[src/rtl/rv_ifetch.sv]
// Instruction fetch stage: owns the PC, issues word fetches with credit-based flow control,
// and buffers {instruction, pc} pairs in a small FIFO feeding the decoder.
module rv_ifetch #(
   parameter int               WIDTH      = 32,
   parameter logic [WIDTH-1:0] RESET_PC   = 32'h0000_0000,
   parameter int               FIFO_DEPTH = 4
) (
   input  logic             clk,
   input  logic             rst,
   output logic             imem_req_valid,
   input  logic             imem_req_ready,
   output logic [WIDTH-1:0] imem_req_addr,
   input  logic             imem_rsp_valid,
   input  logic [WIDTH-1:0] imem_rsp_data,
   input  logic             redirect_valid,
   input  logic [WIDTH-1:0] redirect_pc,
   output logic             inst_valid,
   input  logic             inst_ready,
   output logic [WIDTH-1:0] inst_data,
   output logic [WIDTH-1:0] inst_pc
);
   localparam int PW = $clog2(FIFO_DEPTH);
   localparam int CW = PW + 1;

   typedef enum logic {S_BOOT, S_RUN} state_t;

   state_t           state;
   logic [WIDTH-1:0] pc;
   logic [WIDTH-1:0] rsp_pc;
   logic [CW-1:0]    outstanding;
   logic [CW-1:0]    drop_cnt;
   logic [CW-1:0]    count;
   logic [PW-1:0]    rd_ptr;
   logic [PW-1:0]    wr_ptr;
   logic [WIDTH-1:0] data_mem [FIFO_DEPTH];
   logic [WIDTH-1:0] pc_mem   [FIFO_DEPTH];

   logic [CW:0]      credit_used;
   logic             req_fire;
   logic             rsp_fire;
   logic             rsp_keep;
   logic             pop;
   logic [CW-1:0]    out_after_rsp;
   logic [WIDTH-1:0] redirect_aligned;
   logic             redirect_lo_unused;

   // Credit counts every slot that is or will be occupied; a same-cycle pop does not free one.
   assign credit_used    = {1'b0, outstanding} + {1'b0, count};
   assign imem_req_valid = (state == S_RUN) && !redirect_valid &&
                           (credit_used < (CW+1)'(FIFO_DEPTH));
   assign imem_req_addr  = pc;
   assign req_fire       = imem_req_valid && imem_req_ready;

   // A response with nothing outstanding is a protocol error and is ignored outright.
   assign rsp_fire      = imem_rsp_valid && (outstanding != '0);
   assign rsp_keep      = rsp_fire && (drop_cnt == '0) && !redirect_valid;
   assign out_after_rsp = outstanding - CW'(rsp_fire);

   assign inst_valid = (count != '0) && !redirect_valid;
   assign pop        = inst_valid && inst_ready;
   assign inst_data  = (count != '0) ? data_mem[rd_ptr] : '0;
   assign inst_pc    = (count != '0) ? pc_mem[rd_ptr]   : '0;

   assign redirect_aligned   = {redirect_pc[WIDTH-1:2], 2'b00};
   assign redirect_lo_unused = ^redirect_pc[1:0];

   always_ff @(posedge clk) begin
      if (rst) begin
         state       <= S_BOOT;
         pc          <= RESET_PC;
         rsp_pc      <= RESET_PC;
         outstanding <= '0;
         drop_cnt    <= '0;
         count       <= '0;
         rd_ptr      <= '0;
         wr_ptr      <= '0;
      end else begin
         if (state == S_BOOT) state <= S_RUN;
         outstanding <= out_after_rsp + CW'(req_fire);
         if (redirect_valid) begin
            // Everything still in flight after this cycle's response becomes stale.
            pc       <= redirect_aligned;
            rsp_pc   <= redirect_aligned;
            drop_cnt <= out_after_rsp;
            count    <= '0;
            rd_ptr   <= '0;
            wr_ptr   <= '0;
         end else begin
            if (req_fire) pc <= pc + WIDTH'(4);
            if (rsp_fire && (drop_cnt != '0)) drop_cnt <= drop_cnt - 1'b1;
            if (rsp_keep) begin
               rsp_pc <= rsp_pc + WIDTH'(4);
               wr_ptr <= wr_ptr + 1'b1;
            end
            if (pop) rd_ptr <= rd_ptr + 1'b1;
            count <= count + CW'(rsp_keep) - CW'(pop);
         end
      end
   end

   // FIFO storage carries no reset; only the pointers and count define validity.
   always_ff @(posedge clk) begin
      if (rsp_keep) begin
         data_mem[wr_ptr] <= imem_rsp_data;
         pc_mem[wr_ptr]   <= rsp_pc;
      end
   end

endmodule

[config.mk]
export PLATFORM = sky130hd
export DESIGN_NAME = rv_ifetch
export DESIGN_NICKNAME = d
export VERILOG_FILES = /design/src/rtl/rv_ifetch.sv
export SDC_FILE = /design/constraint.sdc
export NUM_CORES = 1
export LEC_CHECK = 0
export BUFFER_PORTS_ARGS = -buffer_cell sky130_fd_sc_hd__buf_4
export CAP_MARGIN = 15
export CORE_UTILIZATION = 25
export CTS_CLUSTER_SIZE = 8
export DETAILED_ROUTE_END_ITERATION = 12
export GPL_TIMING_DRIVEN = 1
export MAX_ROUTING_LAYER = met4
export PLACE_DENSITY_LB_ADDON = 0.2
export SLEW_MARGIN = 30
export SYNTH_ARGS = -nofsm -noshare
export SYNTH_HDL_FRONTEND = slang
export SYNTH_SLANG_ARGS = --single-unit
[constraint.sdc]
create_clock -name clk -period 6.25 [get_ports clk]
set_input_delay 0.3125 -clock clk [delete_from_list [all_inputs] [get_ports clk]]
set_output_delay 0.3125 -clock clk [all_outputs]
set_load 0.02 [all_outputs]
==> flow_summary.ini <==
[global_routing]
grt_pass1_vias = 8868
antenna_found_initial = 1
grt_pass1_wl_um = 54100
grt_max_degree = 65
track_usage_pct = 13.3
grt.overflow.total = 0

[detailed_routing]
drt-met1-wl_um = 16900
postRouteAntennaNets = 0
drc_errors = 2
drt-initial-drc-count = 382
route.met2.wl_um = 15800
vias = 8536
detail_route.wl_per_cell_um = 19.5
wl_met3_um = 2150
wl_um = 35800
post_drt_via_cell_ratio = 4.65
dr.pass1.iters = 9
routed.top_layer = met4

[clocking]
clock_sinks = 324
clk_path_buf_depth = 3
clockRootBuffer = clkbuf_16
clk_latency_ns = 0.56
htreeDepth = 2
holdBufCountCts = 37
postCtsSetupBuffers = 0
cts_resized = 0
tritoncts = yes
cts_buffers = 47
path_clk_slew_ns = 0.05

[synthesis]
synth_seq_area_share_pct = 65.9
ys_top_cells_by_area = edfxtp_1 (55%), dfxtp_1 (11%), mux4_2 (10%), nor2b_1 (3.0%), nand2_1 (1.5%)
yosys.cell_types.count = 60
synth-seq-cells = 324
syn-cell-area_mm2 = 0.0136
postSynth.asyncResetShare_pct = 0
ys.flop_type = edfxtp_1
synth_simple_gate_area_share_pct = 11.7
synth_adder_area_share_pct = 1.62
synth_top_family_by_area = simple AND/OR/NAND/NOR gates
muxShareOfSynthArea_pct = 10.5
synth_top_area_share_pct = 54.8
synth_edf_count = 248
synth-compound-area-share_pct = 5.78
ys_warn_count = 0
syn_inst = 913
synth-xor-area-share_pct = 2.13
syn_avg_cell_area_um2 = 14.9
yosysTopAreaCell = edfxtp_1

[sta]
fmax_ghz = 0.313
max_slew_margin_pct = 41.7
fin_skew_ns = 0.0184
finalCriticalPeriod_ns = 3.20
final.setup.tns_ns = 0
tightestPinTransition_ns = 0.874
hold_violations = 0
setup_violations = 0
rsz0062_at_grt = false
min_period_over_period_pct = 51.2
finalMaxSlewViolations = 0

[setup_path]
critPathArrivalTime_ns = 2.89
crit_type = flop to output pin
critPathCaptureType = output pin
start_kind = flop
r2r-start = drop_cnt[0]$_SDFFE_PP0P_
r2r-end = data_mem[1][31]$_DFFE_PP_
ff2ff_setup_slack_ns = 3.27
required_ns = 5.94
r2r_cells = 6
worst-path-max-fanout = 23

[placed_design]
io_buffers = 161
gp_congestion = 0.778
dpl.hpwl_um = 22300

[cells_and_area]
area_growth_pct = 27.0
drive_above_1_share_pct = 27.1
nNetsFinal = 1211

[power_and_ir_drop]
power.density_mw_per_mm2 = 311
cellLeakagePower_uw = 0.00581
ir_drop_uv = 156
power_uw = 5370

[die]
die_height_um = 235
coreArea_mm2 = 0.0538
io_pins = 168
start_util_pct = 25.3
rows = 85
die_area_mm2 = 0.0553
die_w_um = 235

[min_path]
min_path_type = input port to flop
hp-start = redirect_pc[25]
min_path_cells = 2
min_to = rsp_pc[25]$_SDFFE_PP0P_

[status]
status = complete, but fails checks
violations = DRC

[flow_run]
drv_cap = 0
## area by class of cell
| type | count | area, um^2 |
|---|---|---|
| inverters | 24 | 90.1 |
| multi-input cells | 518 | 4370 |
| well taps | 696 | 871 |
| fillers | 5347 | 36500 |
| diodes | 1 | 2.50 |
| repair buffers | 209 | 1670 |
| clock buffers | 62 | 1250 |
| flip-flops and latches | 324 | 8970 |
| clock inverters | 3 | 43.8 |
## flip-flops by register name, summed over array words and instances (netlist names), named ones only
signal	count
outstanding	3
drop_cnt	3
count	3
rsp_pc	30
state	1
rd_ptr	2
pc_mem	120
imem_req_addr	30
wr_ptr	2
data_mem	128
## layout by cell type, fill, tap and decap left out, types with 25 or more instances in the layout
master / instances
dlygate4sd3_1: 37
dfxtp_1: 74
nand2_1: 56
edfxtp_1: 248
nor2_1: 40
nor2b_1: 66
buf_4: 171
nand4_1: 25
clkbuf_16: 47
mux4_2: 62
## worst max-delay path: stages, from the launching register on
cell	delay, ns
dfxtp_4	0.60
buf_12	0.29
buf_4	0.47
mux4_2	0.56
nor2b_1	0.17
buf_4	0.22
## metal layers
metal,vias up,GRT usage [%]
li1,3942,-
met1,4260,17.7
met2,270,19.9
met3,64,3.20
met4,0,4.02
met5,-,-
## cell families after synthesis
logic type,after synthesis
compound gates,112
xor+xnor,33
fa+ha+maj,17
buf+inv,74
flops,324
mux,65
other cells,1
simple gates,287
## power by group
group          switching [uW]  leakage (uW)  internal, uW
logic                     312       0.00230           240
clock network             902      0.000632          1410
registers                76.6       0.00288          2430
total                    1290       0.00581          4080
## metrics by stage
stage	hold WS [ns]	std cells	utilization [%]	worst slack [ns]	cell area, um^2
6_report	0.0420	1837	32.1	3.05	17300
4_1_cts	0.00120	1835	32.0	2.73	17200
3_3_place_gp	0.490	1733	28.9	2.74	15600
3_5_place_dp	0.493	1733	28.9	2.72	15600
5_1_grt	0.0295	1837	32.1	2.80	17300
2_1_floorplan	0.411	916	-	3.19	13600
## worst max path at each step
stage                                 to  slack [ns]                startpoint  cells past startpoint
3_3_place_gp   data_mem[2][23]$_DFFE_PP_        2.74            redirect_valid                      5
2_1_floorplan   data_mem[0][0]$_DFFE_PP_        3.19  drop_cnt[0]$_SDFFE_PP0P_                      6
4_1_cts                    inst_data[24]        2.73                      flop                      4
5_1_grt                    inst_data[24]        2.80                      flop                      5
3_5_place_dp   data_mem[1][23]$_DFFE_PP_        2.72            redirect_valid                      5
6_report                   inst_data[24]        3.05                      flop                      5
## synth_stat cells (all sizes together) (2+ instances only)
master / n
nand2: 56
mux2i: 2
nor3: 10
buf: 20
clkbuf: 30
o31a: 3
and4: 8
nor2b: 66
a32oi: 3
a31oi: 13
a211oi: 14
xnor2: 23
a221o: 2
a311o: 2
o211ai: 3
nor2: 41
a211o: 2
and3: 12
edfxtp: 248
o21a: 6
ha: 16
o21ai: 20
a221oi: 2
o311ai: 7
xor2: 10
nand4: 25
a2111oi: 3
dfxtp: 76
or2: 3
o2111a: 2
mux4: 62
a21boi: 8
or3: 7
nor4: 18
inv: 24
and2: 7
nand3: 25
a21oi: 19
Note: power is estimated with default switching activity, not from simulation.
